--- src/rtl/jc_spi_pkg.sv ---
// Shared types and constants for the jitter-cleaner SPI sequencer.
package jc_spi_pkg;

   typedef enum logic [2:0] {
      IDLE      = 3'd0,
      ARB       = 3'd1,
      ROM_RD    = 3'd2,
      LOAD      = 3'd3,
      ISSUE     = 3'd4,
      WAIT_DONE = 3'd5,
      ADVANCE   = 3'd6,
      SYNC_HI   = 3'd7
   } seq_state_e;

   localparam logic [31:0] END_MARKER   = 32'hFFFF_FFFF;
   localparam logic [31:0] TIMEOUT_DATA = 32'hDEAD_BEEF;

   function automatic logic is_end_marker(input logic [31:0] word);
      return (word == END_MARKER);
   endfunction

endpackage

--- src/rtl/rr_arb2.sv ---
// Two-requester round-robin arbiter (host / sequencer) with a registered last-grant pointer.
module rr_arb2 (
   input  logic clk,
   input  logic rst,
   input  logic req_host,
   input  logic req_seq,
   input  logic update,
   output logic gnt_host,
   output logic gnt_seq
);

   // Set when the host was served last; cleared at reset so the host wins first contention.
   logic last_host_r;

   // Grant decode: contention goes to the side not served last
   always_comb begin
      gnt_host = 1'b0;
      gnt_seq  = 1'b0;
      if (req_host && req_seq) begin
         gnt_host = ~last_host_r;
         gnt_seq  = last_host_r;
      end else begin
         gnt_host = req_host;
         gnt_seq  = req_seq;
      end
   end

   // Last-grant pointer update on every accepted grant
   always_ff @(posedge clk or posedge rst) begin
      if (rst) begin
         last_host_r <= 1'b0;
      end else if (update && (gnt_host || gnt_seq)) begin
         last_host_r <= gnt_host;
      end
   end

endmodule

--- src/rtl/jc_spi_sequencer.sv ---
// Auto-configuration sequencer and host arbiter for the shared jitter-cleaner SPI engine.
// Optional DONE watchdog is built when SPI_CFG_TIMEOUT_EN is defined.
module jc_spi_sequencer
   import jc_spi_pkg::*;
#(
   parameter int  NUM_CHIPS      = 3,
   parameter int  NUM_WORDS      = 16,
   parameter int  SYNC_CYCLES    = 8,
   parameter int  TIMEOUT_CYCLES = 1024,
   localparam int AW             = $clog2(NUM_WORDS)
) (
   input  logic          CLOCK,
   input  logic          RESET,
   input  logic          START,
   input  logic          HOST_REQ,
   input  logic [31:0]   HOST_WORD,
   input  logic [1:0]    HOST_SEL,
   output logic          HOST_ACK,
   output logic [31:0]   HOST_RDATA,
   output logic [AW+1:0] ROM_ADDR,
   input  logic [31:0]   ROM_DATA,
   output logic [31:0]   SPI_WORD,
   input  logic [31:0]   SPI_RDATA,
   output logic [1:0]    SPI_SEL,
   output logic          SPI_GO,
   input  logic          SPI_DONE,
   output logic          SYNC,
   output logic          BUSY,
   output logic          CFG_DONE,
   output logic          ERR
);

   localparam int            SCW       = $clog2(SYNC_CYCLES + 1);
   localparam logic [SCW-1:0] SYNC_LAST = SCW'(SYNC_CYCLES - 1);
   localparam logic [AW-1:0]  IDX_LAST  = AW'(NUM_WORDS - 1);
   localparam logic [1:0]     CHIP_LAST = 2'(NUM_CHIPS - 1);

   seq_state_e     state_r;
   seq_state_e     next_state_s;
   logic [1:0]     chip_r;
   logic [AW-1:0]  index_r;
   logic [SCW-1:0] sync_cnt_r;
   logic           seq_pending_r;
   logic           prog_done_r;
   logic           gnt_host_r;
   logic           marker_r;
   logic           gnt_host_s;
   logic           gnt_seq_s;
   logic           arb_take_s;
   logic           timeout_s;

   logic           host_ack_r;
   logic [31:0]    host_rdata_r;
   logic [AW+1:0]  rom_addr_r;
   logic [31:0]    spi_word_r;
   logic [1:0]     spi_sel_r;
   logic           spi_go_r;
   logic           sync_r;
   logic           busy_r;
   logic           cfg_done_r;

   assign arb_take_s = (state_r == ARB);

   rr_arb2 u_arb (
      .clk      (CLOCK),
      .rst      (RESET),
      .req_host (HOST_REQ),
      .req_seq  (seq_pending_r),
      .update   (arb_take_s),
      .gnt_host (gnt_host_s),
      .gnt_seq  (gnt_seq_s)
   );

`ifdef SPI_CFG_TIMEOUT_EN
   localparam int             WDW     = $clog2(TIMEOUT_CYCLES + 1);
   localparam logic [WDW-1:0] WD_LAST = WDW'(TIMEOUT_CYCLES - 1);

   logic [WDW-1:0] wd_cnt_r;
   logic           err_r;

   assign timeout_s = (state_r == WAIT_DONE) && !SPI_DONE && (wd_cnt_r == WD_LAST);

   // DONE watchdog counter and sticky timeout flag
   always_ff @(posedge CLOCK or posedge RESET) begin
      if (RESET) begin
         wd_cnt_r <= {WDW{1'b0}};
         err_r    <= 1'b0;
      end else begin
         if (state_r == WAIT_DONE) begin
            wd_cnt_r <= wd_cnt_r + WDW'(1);
         end else begin
            wd_cnt_r <= {WDW{1'b0}};
         end
         if ((state_r == IDLE) && START) begin
            err_r <= 1'b0;
         end else if (timeout_s) begin
            err_r <= 1'b1;
         end
      end
   end

   assign ERR = err_r;
`else
   assign timeout_s = 1'b0;
   assign ERR       = 1'b0;
`endif

   // Next-state decode
   always_comb begin
      next_state_s = state_r;
      case (state_r)
         IDLE: begin
            if (START || HOST_REQ) begin
               next_state_s = ARB;
            end else begin
               next_state_s = IDLE;
            end
         end
         ARB: begin
            if (gnt_host_s) begin
               next_state_s = LOAD;
            end else if (gnt_seq_s) begin
               next_state_s = ROM_RD;
            end else if (prog_done_r) begin
               next_state_s = SYNC_HI;
            end else begin
               next_state_s = IDLE;
            end
         end
         ROM_RD: next_state_s = LOAD;
         LOAD: begin
            // An end-of-list word is never issued; it only forces a chip advance.
            if (!gnt_host_r && is_end_marker(ROM_DATA)) begin
               next_state_s = ADVANCE;
            end else begin
               next_state_s = ISSUE;
            end
         end
         ISSUE: next_state_s = WAIT_DONE;
         WAIT_DONE: begin
            if (SPI_DONE) begin
               next_state_s = ADVANCE;
            end else if (timeout_s) begin
               if (gnt_host_r) begin
                  next_state_s = ADVANCE;
               end else begin
                  next_state_s = IDLE;
               end
            end else begin
               next_state_s = WAIT_DONE;
            end
         end
         ADVANCE: next_state_s = ARB;
         SYNC_HI: begin
            if (sync_cnt_r == SYNC_LAST) begin
               next_state_s = IDLE;
            end else begin
               next_state_s = SYNC_HI;
            end
         end
         default: next_state_s = IDLE;
      endcase
   end

   // State register, sequencing counters and registered outputs
   always_ff @(posedge CLOCK or posedge RESET) begin
      if (RESET) begin
         state_r       <= IDLE;
         chip_r        <= 2'd0;
         index_r       <= {AW{1'b0}};
         sync_cnt_r    <= {SCW{1'b0}};
         seq_pending_r <= 1'b0;
         prog_done_r   <= 1'b0;
         gnt_host_r    <= 1'b0;
         marker_r      <= 1'b0;
         host_ack_r    <= 1'b0;
         host_rdata_r  <= 32'h0000_0000;
         rom_addr_r    <= {(AW+2){1'b0}};
         spi_word_r    <= 32'h0000_0000;
         spi_sel_r     <= 2'd0;
         spi_go_r      <= 1'b0;
         sync_r        <= 1'b0;
         busy_r        <= 1'b0;
         cfg_done_r    <= 1'b0;
      end else begin
         state_r    <= next_state_s;
         busy_r     <= (next_state_s != IDLE);
         spi_go_r   <= (next_state_s == ISSUE);
         sync_r     <= (next_state_s == SYNC_HI);
         host_ack_r <= 1'b0;
         case (state_r)
            IDLE: begin
               if (START) begin
                  seq_pending_r <= 1'b1;
                  prog_done_r   <= 1'b0;
                  cfg_done_r    <= 1'b0;
                  chip_r        <= 2'd0;
                  index_r       <= {AW{1'b0}};
               end
            end
            ARB: begin
               if (gnt_host_s || gnt_seq_s) begin
                  gnt_host_r <= gnt_host_s;
               end
               if (gnt_seq_s) begin
                  rom_addr_r <= {chip_r, index_r};
               end
            end
            LOAD: begin
               if (gnt_host_r) begin
                  spi_word_r <= HOST_WORD;
                  spi_sel_r  <= HOST_SEL;
                  marker_r   <= 1'b0;
               end else if (is_end_marker(ROM_DATA)) begin
                  marker_r   <= 1'b1;
               end else begin
                  spi_word_r <= ROM_DATA;
                  spi_sel_r  <= chip_r;
                  marker_r   <= 1'b0;
               end
            end
            WAIT_DONE: begin
               if (SPI_DONE) begin
                  if (gnt_host_r) begin
                     host_ack_r   <= 1'b1;
                     host_rdata_r <= SPI_RDATA;
                  end
               end else if (timeout_s) begin
                  if (gnt_host_r) begin
                     host_ack_r   <= 1'b1;
                     host_rdata_r <= TIMEOUT_DATA;
                  end else begin
                     seq_pending_r <= 1'b0;
                     chip_r        <= 2'd0;
                     index_r       <= {AW{1'b0}};
                  end
               end
            end
            ADVANCE: begin
               if (!gnt_host_r) begin
                  marker_r <= 1'b0;
                  if (marker_r || (index_r == IDX_LAST)) begin
                     index_r <= {AW{1'b0}};
                     if (chip_r == CHIP_LAST) begin
                        chip_r        <= 2'd0;
                        seq_pending_r <= 1'b0;
                        prog_done_r   <= 1'b1;
                     end else begin
                        chip_r <= chip_r + 2'd1;
                     end
                  end else begin
                     index_r <= index_r + AW'(1);
                  end
               end
            end
            SYNC_HI: begin
               if (sync_cnt_r == SYNC_LAST) begin
                  sync_cnt_r  <= {SCW{1'b0}};
                  cfg_done_r  <= 1'b1;
                  prog_done_r <= 1'b0;
               end else begin
                  sync_cnt_r <= sync_cnt_r + SCW'(1);
               end
            end
            default: begin
               sync_cnt_r <= {SCW{1'b0}};
            end
         endcase
      end
   end

   assign HOST_ACK   = host_ack_r;
   assign HOST_RDATA = host_rdata_r;
   assign ROM_ADDR   = rom_addr_r;
   assign SPI_WORD   = spi_word_r;
   assign SPI_SEL    = spi_sel_r;
   assign SPI_GO     = spi_go_r;
   assign SYNC       = sync_r;
   assign BUSY       = busy_r;
   assign CFG_DONE   = cfg_done_r;

endmodule

--- config.mk ---
export PLATFORM = sky130hd
export DESIGN_NAME = jc_spi_sequencer
export DESIGN_NICKNAME = d
export VERILOG_FILES = /design/src/rtl/jc_spi_pkg.sv /design/src/rtl/rr_arb2.sv /design/src/rtl/jc_spi_sequencer.sv
export SDC_FILE = /design/constraint.sdc
export NUM_CORES = 1
export LEC_CHECK = 0
export BUFFER_PORTS_ARGS = -buffer_cell sky130_fd_sc_hd__buf_2
export CAP_MARGIN = 40
export CORE_MARGIN = 1
export CORE_UTILIZATION = 49
export CTS_BUF_LIST = sky130_fd_sc_hd__clkbuf_16
export DETAILED_ROUTE_END_ITERATION = 7
export PLACE_DENSITY = 0.79
export SYNTH_ARGS = -nofsm -noshare
export SYNTH_HDL_FRONTEND = slang
export SYNTH_HIERARCHICAL = 1
export SYNTH_SLANG_ARGS = --single-unit
--- constraint.sdc ---
create_clock -name CLOCK -period 3.54 [get_ports CLOCK]
set_input_delay 0.177 -clock CLOCK [delete_from_list [all_inputs] [get_ports CLOCK]]
set_output_delay 0.177 -clock CLOCK [all_outputs]
set_load 0.01 [all_outputs]
* Word level (Yosys, flattened, before mapping)
Cells that the tools add are included.
** Storage, ports and cells
- Flip-flop bits (word level) :: 95
- Bits of input ports :: 103
- Output and inout bits :: 78
- Logic and storage cells :: 110
** Operators by class
- Add/subtract/negate cells :: 3
- Equality and inequality tests :: 19
- Muxes and demuxes :: 45
- Bitwise operators :: 1
- Reductions and logical operators :: 24
** Operator list (number)
- $mux W32 :: 2
- $eq A32 B32 Y1 const B :: 1
- $pmux W3 S8 :: 1
- $mux W1 :: 19
- $eq A3 B3 Y1 const B :: 6
- $mux W2 :: 8
- $mux W4 :: 4
- $pmux W4 S2 :: 2
- $mux W3 :: 4
- $ne A2 B2 Y1 const B :: 6
- $reduce_and A3 Y1 :: 3
- $add A4 B1 Y4 const B :: 2
- $reduce_and A2 Y1 :: 4
- $eq A3 B2 Y1 const B :: 2
- $pmux W1 S2 :: 3
- $reduce_and A6 Y1 :: 1
- $reduce_bool A2 Y1 :: 3
- $reduce_bool A3 Y1 :: 2
- $reduce_and A5 Y1 :: 1
- $reduce_or A5 Y1 :: 1
- $eq A4 B3 Y1 const B :: 1
- $eq A4 B4 Y1 const B :: 1
- $pmux W2 S2 :: 1
- $reduce_and A4 Y1 :: 1
- other kinds (9) :: 13

* Depth between registers and ports, before layout
Gate-level depths: netlist (run 1).
- Word-level depth :: 6
- Depth in mapped cells :: 7
- Gate-level depth less buffers :: 6

* Cells and area by module
Netlist (run 1), hierarchy kept.
** Modules (own cells, without submodules)
- jc_spi_sequencer :: times used 1, cells an instance 365, area each 4414.2 um^2, sequential area each 2352.3 um^2
- rr_arb2 :: times used 1, cells an instance 7, area each 58.8 um^2, sequential area each 25.0 um^2

* Worst setup path before layout (run 1)
OpenSTA, ideal clock, no wires.
- Path kind :: reg-to-reg
- From :: reg state_r[1]
- To :: reg host_rdata_r[10], in the netlist HOST_RDATA[10]
- Library setup time :: 0.125 ns
- Arrival time :: 1.590 ns
- Required time :: 3.415 ns
- Slack :: 1.825 ns
- Cell stages (with the launch flop) :: 6
- Path buffers :: 3
- Clock period less this slack :: 1.715 ns
- Cells stage by stage :: dfrtp_1 -> buf_2 -> or4_1 -> buf_2 -> buf_6 -> mux2_4
** On the way
- Word-level cells in the longest chain between the ends :: 2
** RTL lines
- from (decl) :: RTL line jc_spi_sequencer.sv:38 : seq_state_e state_r;
- from (signal assigned) :: RTL line jc_spi_sequencer.sv:186 : state_r <= next_state_s;
- $eq A3 B3 Y1 :: RTL line jc_spi_sequencer.sv:191 : case (state_r)
- $reduce_and A3 Y1 (no source line)
- to (signal assigned) :: RTL line jc_spi_sequencer.sv:177 : host_rdata_r <= 32'h0000_0000;
- to (signal assigned) :: RTL line jc_spi_sequencer.sv:226 : host_rdata_r <= SPI_RDATA;
- to (signal assigned) :: RTL line jc_spi_sequencer.sv:231 : host_rdata_r <= TIMEOUT_DATA;
- to (decl) :: RTL line jc_spi_sequencer.sv:53 : logic [31:0] host_rdata_r;
No other way between the ends.
A chain may end at the register's enable or synchronous reset.

* Worst setup path after layout (run 1)
- From :: reg state_r[0]
- To :: reg host_rdata_r[2], in the netlist HOST_RDATA[2]
The elaborated chain is that of the path after synthesis.

==> results of run 1 <==
==> timing repair <==
action	4_1_cts	5_1_grt
resized for setup	0	0
hold buffers	1	0
hold endpoints to repair	25	0
==> how the worst max path moves through the flow <==
stage          startpoint       endpoint  slack [ps]  cells past startpoint
6_report       state_r[0]  HOST_RDATA[2]         940                      4
5_1_grt        state_r[0]  HOST_RDATA[2]         880                      4
4_1_cts        state_r[0]  HOST_RDATA[9]         980                      4
3_5_place_dp   state_r[0]  HOST_RDATA[5]         980                      4
3_3_place_gp   state_r[0]  HOST_RDATA[1]        1040                      3
2_1_floorplan       RESET           BUSY         910                      1
==> registers in the layout (all words and copies together) (netlist names) <==
signal and cells:
BUSY 1, seq_pending_r 1, gnt_host_r 1, index_r 4, state_r 3, SPI_SEL 2, u_arb/last_host_r 1, CFG_DONE 1
SPI_GO 1, SPI_WORD 32, prog_done_r 1, HOST_RDATA 32, marker_r 1, sync_cnt_r 4, ROM_ADDR 6, SYNC 1
chip_r 2, HOST_ACK 1
==> worst max-delay path: stages (launching register included) <==
cell and delay [ps]:
dfrtp_1 630, inv_2 210, or4_2 1040, buf_16 300, mux2_4 300
==> cell families after synthesis <==
kind of cell	Yosys count	share of synthesized area, %
adder cells (fa/ha/maj)	2	0.559
multiplexers	78	21.1
XOR/XNOR	1	0.196
AO/OA/AOI/OAI	76	11.4
AND/OR/NAND/NOR	87	9.96
buffers and inverters	32	3.55
flip-flops	95	53.1
other	1	0.0838
==> power groups by stage <==
stage | combinational, W | clock, W | sequential, W
2_1_floorplan | 0.00130 | 0 | 0.00204
3_3_place_gp | 0.00204 | 0 | 0.00192
3_5_place_dp | 0.00215 | 0 | 0.00195
4_1_cts | 0.00216 | 0.000991 | 0.00195
5_1_grt | 0.00231 | 0.00104 | 0.00202
6_report | 0.00213 | 0.000971 | 0.00196
==> cells in the final DEF, fill, tap and decap left out, types with 3 or more instances in the layout <==
cell type / netlist / layout
a21oi_1: 8 / 8
a31oi_1: 3 / 3
buf_16: 0 / 3
buf_2: 7 / 179
buf_4: 2 / 3
clkbuf_16: 0 / 9
dfrtp_1: 95 / 94
inv_1: 7 / 6
mux2_2: 16 / 16
mux2_4: 29 / 29
mux2i_1: 33 / 33
nand2_1: 38 / 38
nand3_1: 5 / 5
nand3b_1: 3 / 3
nand4_1: 9 / 9
nor2_1: 6 / 6
nor3_1: 7 / 7
nor3b_1: 4 / 4
nor4_1: 3 / 3
o21a_1: 32 / 32
o21ai_0: 19 / 19
==> routing by layer <==
layer,track usage (%),vias to the layer above
met1,29.0,1756
met5,0,-
li1,-,1679
met2,41.0,155
met4,8.03,0
met3,5.61,22
==> cell type report <==
| type | instances | area (um^2) | area share, % |
|---|---|---|---|
| Timing Repair Buffer | 186 | 1010 | 17.4 |
| Multi-Input combinational cell | 245 | 1950 | 33.5 |
| Tap cell | 108 | 135 | 2.32 |
| Sequential cell | 95 | 2380 | 40.9 |
| Clock buffer | 9 | 225 | 3.87 |
| Clock inverter | 7 | 81.3 | 1.40 |
| Inverter | 9 | 36.3 | 0.624 |
==> per-stage QoR <==
stage	hold slack (ps)	area [um^2]	util [%]	setup slack [ps]	power, W
finish	61.3	5810	66.3	935	0.00506
global route	49.3	5810	66.3	885	0.00537
CTS	51.8	5810	66.3	976	0.00510
detailed placement	46.6	5500	62.7	978	0.00411
global placement	43.0	5420	61.8	1040	0.00396
floorplan	-94.3	4470	-	914	0.00334
==> summary.txt, run 1 <==
Critical path
  • Critical R2R Capture: HOST_RDATA[2]
  • CP startpoint kind: flip-flop
  • Reg-to-reg startpoint: state_r[0]
  • CP Data Arrival Time: 2830 ps
  • Largest fanout on the critical path: 17
  • Flop2flop setup slack: between 900 and 1000 ps
  • CP required: 3770 ps
  • R2r worst-path depth: 4
  • Crit end category: flip-flop
  • Critical path type: reg -> reg

Routing
  • Uppermost routed layer: met4
  • Vias: approximately 3,600
  • WL met3: roughly 620 um
  • Drt drc: 0
  • Final ANT Viol Nets: 0
  • Router iterations before antenna repair: 5
  • Wire per inst: between 15 and 20 um
  • Initial DRC count: 206
  • Vias/cell: between 5 and 6
  • Met1 WL: between 4 and 5 mm
  • DRT Wirelength: about 11 mm
  • WL met2: roughly 5.5 mm

Global routing
  • GRT Total Usage: a little under a quarter
  • Initial antenna violation count: 0
  • Gr ovfl total: 0
  • First-pass GRT wire length: around 18 mm
  • Pin count of the biggest net entering global routing: between 50 and 60
  • Number of global-route vias before repair: 3,708

Floorplan
  • Core area: 8760 um^2
  • Io pins: roughly 180
  • Cell row count: 34
  • Die Height: between 90 and 100 um
  • Die ar.: about 9500 um^2
  • Die extent in x: between 90 and 100 um
  • Initial Utilization: 51.0%

Synth
  • Asr flop ratio synth: 100%
  • Synth cell types: between 40 and 50
  • Synth Warn #: 6
  • Cells after synthesis: between 300 and 400
  • Sequential-to-total area share from yosys stat: a little over half
  • Post-Syn Area per Cell: between 10 and 15 um^2
  • Post-Syn Nets: ~480
  • Top FF cell, synth: dfrtp_1
  • Top cells by area, synth: dfrtp_1, mux2_4, mux2i_1
  • Number of synthesized register bits: 95
  • Post-synth top area share: a little over half
  • Cell taking the most area after synthesis: dfrtp_1
  • Number of enable flip-flop cells after synthesis: 0
  • Synthesized area: between 4000 and 5000 um^2
  • Count leader, synth: dfrtp_1
  • Most instantiated cells after synthesis: dfrtp_1, nand2_1, mux2i_1

Pwr
  • Pint: about 0.0032 W
  • Clock power frac: between 10% and 20%
  • Sw frac: a little under two fifths
  • Part of the power in combinational logic: a little over two fifths
  • VDD IR max: 0.000349 V
  • Net load switching power: approximately 0.0019 W
  • Reg power frac: 38.7%
  • Pleak: between 2 and 3 nW
  • Power Dens Cells: 870 nW/um^2

Clock network
  • CTS tree: yes
  • Clock root buffer: clkbuf_16
  • Post-CTS Setup Bufs: 0
  • Worst-Skew Late Latency: between 300 and 400 ps
  • H-Tree Depth: 3
  • Clk sinks: 95
  • Worst-path clk slew: roughly 80 ps
  • CTS buffer count: 9
  • CTS Buffer Depth: 2

Placement
  • GPL Wtd Cong: between 0.8 and 0.9
  • Inst Count DP: around 640
  • DP HPWL: 8.24 mm
  • Input/output buffers: 179

STA
  • Final Hold Fails: 0
  • Fin Setup TNS: 0 ps
  • RSZ-0062 raised after global routing: false
  • Tmin final: 2600 ps
  • Peak Freq: 384 MHz
  • Crit share post-route: 73.6%
  • Final Max Slew Viols: 0
  • Final setup viols: 0
  • Slew HR: approximately 48%
  • Clk_skew: approximately 11 ps
  • Tightest Pin Transition: about 780 ps

Cells and area
  • Layout fillers: between 600 and 700
  • Final instance count without filler cells: 659
  • Layout cells sized above 1: between 40% and 50%
  • ANT cells: 0
  • Nets: 651
  • P&R area growth vs syn: 30.0%

Min path
  • Hold EP: HOST_RDATA[29]
  • Hold_sp: SPI_RDATA[29]
  • Hold Crit Class: in -> reg
  • Hold Path Cell Cnt: 2

Outcome
  • Status: finished clean

Job
  • Max Cap Viol: 0
Note: power is estimated with default switching activity, not from simulation.
==> inputs of run 2 (changes only) <==
==> constraint.sdc (replaced) <==
create_clock -name CLOCK -period 2.5 [get_ports CLOCK]
set_input_delay 0.125 -clock CLOCK [delete_from_list [all_inputs] [get_ports CLOCK]]
set_output_delay 0.125 -clock CLOCK [all_outputs]
set_load 0.01 [all_outputs]
==> summary.txt, run 2 (synthesis results as in run 1) <==
Global routing
  • First-pass GRT wire length: 17.4 mm
  • Initial antenna violation count: 0
  • Gr ovfl total: 0
  • Pin count of the biggest net entering global routing: 64
  • GRT Total Usage: 23.2%
  • Number of global-route vias before repair: roughly 3,500

Clock network
  • Post_cts resized: 0
  • Worst-path clk slew: roughly 70 ps
  • Worst-Skew Late Latency: between 300 and 400 ps
  • H-Tree Depth: 3
  • Clk sinks: between 90 and 100
  • CTS Buffer Depth: 2
  • CTS tree: yes
  • Clock root buffer: clkbuf_16
  • CTS buffer count: 9

Floorplan
  • Cell row count: 34
  • Io pins: approximately 180
  • Die extent in x: 97.5 um
  • Core area: just under 9000 um^2
  • Initial Utilization: between 50% and 60%
  • Die Height: between 90 and 100 um
  • Die ar.: ~9500 um^2

Pwr
  • Power Dens Cells: about 1200 nW/um^2
  • VDD IR max: roughly 0.00055 V
  • Pleak: about 2.9 nW

Critical path
  • Flop2flop setup slack: ~420 ps
  • Largest fanout on the critical path: 33
  • CP startpoint kind: flip-flop
  • CP required: ~2700 ps
  • CP Data Arrival Time: roughly 2300 ps
  • Slowest CP cell: dfrtp_2
  • Reg-to-reg startpoint: gnt_host_r
  • Critical-path cell list: nand2_1 > or4_2 > buf_4 > mux2_4
  • Critical R2R Capture: HOST_RDATA[17]
  • Crit end category: flip-flop
  • Critical path type: reg -> reg
  • R2r worst-path depth: 4
  • CP max stage delay: about 620 ps

STA
  • Final hold slack: between 10 and 15 ps
  • Fin Setup TNS: 0 ps
  • Slew HR: a little over half
  • Final Max Slew Viols: 0
  • Tightest Pin Transition: between 700 and 800 ps
  • Clk_skew: ~8.6 ps
  • Peak Freq: between 400 and 500 MHz
  • RSZ-0062 raised after global routing: false
  • Final Hold Fails: 0
  • Tmin final: approximately 2100 ps
  • Crit share post-route: 83.0%
  • Final setup viols: 0

Placement
  • GPL Wtd Cong: between 0.8 and 0.9
  • Inst Count DP: between 600 and 700
  • DP HPWL: ~8.1 mm
  • Input/output buffers: about 180

Cells and area
  • Final instance count without filler cells: between 600 and 700
  • Layout cells sized above 1: a little under half
  • Commonest non-fill, non-tap cell in the layout: buf_2
  • Finished Core Util: roughly two thirds
  • Most frequent cells in the layout: buf_2, dfrtp_1, nand2_1
  • Nets: around 660
  • ANT cells: 0
  • P&R area growth vs syn: 29.3%

Job
  • Max Cap Viol: 0

Min path
  • Hold EP: HOST_RDATA[6]
  • Hold Crit Class: in -> reg
  • Hold Path Cell Cnt: 2
  • Hold_sp: SPI_RDATA[6]

Routing
  • Final ANT Viol Nets: 0
  • Vias/cell: between 5 and 6
  • Drt drc: 0
  • Router iterations before antenna repair: 5
  • Wire per inst: about 16 um
  • DRT Wirelength: about 11 mm
  • Vias: ~3,500
  • Initial DRC count: between 150 and 200

Outcome
  • Status: finished clean
## run 2: cell types whose count changed in the layout (fill, tap and decap cells not counted)
cell	delta
buf_16	-3
buf_4	+5
buf_12	+2
clkinv_8	-2
clkinvlp_4	+2
inv_1	+1
inv_6	-1
inv_4	-1
clkinv_2	+1
## run 2: per-layer routing
| metal | GRT usage [%] | vias up | routed length [um] |
|---|---|---|---|
| met2 | 40.4 | 135 | 5530 |
| met1 | 28.6 | 1704 | 4440 |
| li1 | - | 1684 | - |
| met3 | 5.11 | 8 | 647 |
| met5 | 0 | - | 0 |
| met4 | 7.69 | 0 | 114 |
## run 2: stage by stage
| step | setup slack, ps | cell area [um^2] | power (W) |
|---|---|---|---|
| floorplan | 785 | 4480 | 0.00473 |
| CTS | 421 | 5790 | 0.00714 |
| detailed placement | 433 | 5490 | 0.00583 |
| global route | 327 | 5790 | 0.00752 |
| global placement | 483 | 5490 | 0.00569 |
| finish | 425 | 5790 | 0.00708 |
## run 2: worst max-delay path by stage
stage / slack [ps] / end / startpoint
after floorplan: 780 / HOST_RDATA[10] / state_r[1]
after global placement: 480 / HOST_RDATA[23] / gnt_host_r
after detailed placement: 430 / HOST_RDATA[2] / gnt_host_r
after CTS: 420 / HOST_RDATA[17] / gnt_host_r
after global routing: 330 / HOST_RDATA[21] / gnt_host_r
final: 420 / HOST_RDATA[17] / gnt_host_r
## run 2: timing repair
action                                 4_1_cts  5_1_grt
hold buffers                                 1        0
endpoints found under the hold margin       32        0
setup endpoints to repair                    0        0
buffers inserted                             0        0
## run 2: power breakdown
part           switching (W)  internal (W)  total (W)
registers           0.000467       0.00224    0.00270
logic                0.00151       0.00159    0.00309
clock network       0.000598      0.000688    0.00129
## run 2: cell type report
cell class | instances | area [um^2]
Fill cell | 675 | 2980
Sequential cell | 95 | 2380
Multi-Input combinational cell | 245 | 1950
Timing Repair Buffer | 190 | 1010
Clock buffer | 9 | 225
Tap cell | 108 | 135
Clock inverter | 7 | 56.3
Inverter | 9 | 37.5
## run 2: worst max-delay path, delay by kind of cell (launching register included)
family / cells / cell delay (ps)
muxes: 1 / 370
and+or+nand+nor: 2 / 620
DFF: 1 / 620
buffers and inverters: 1 / 320
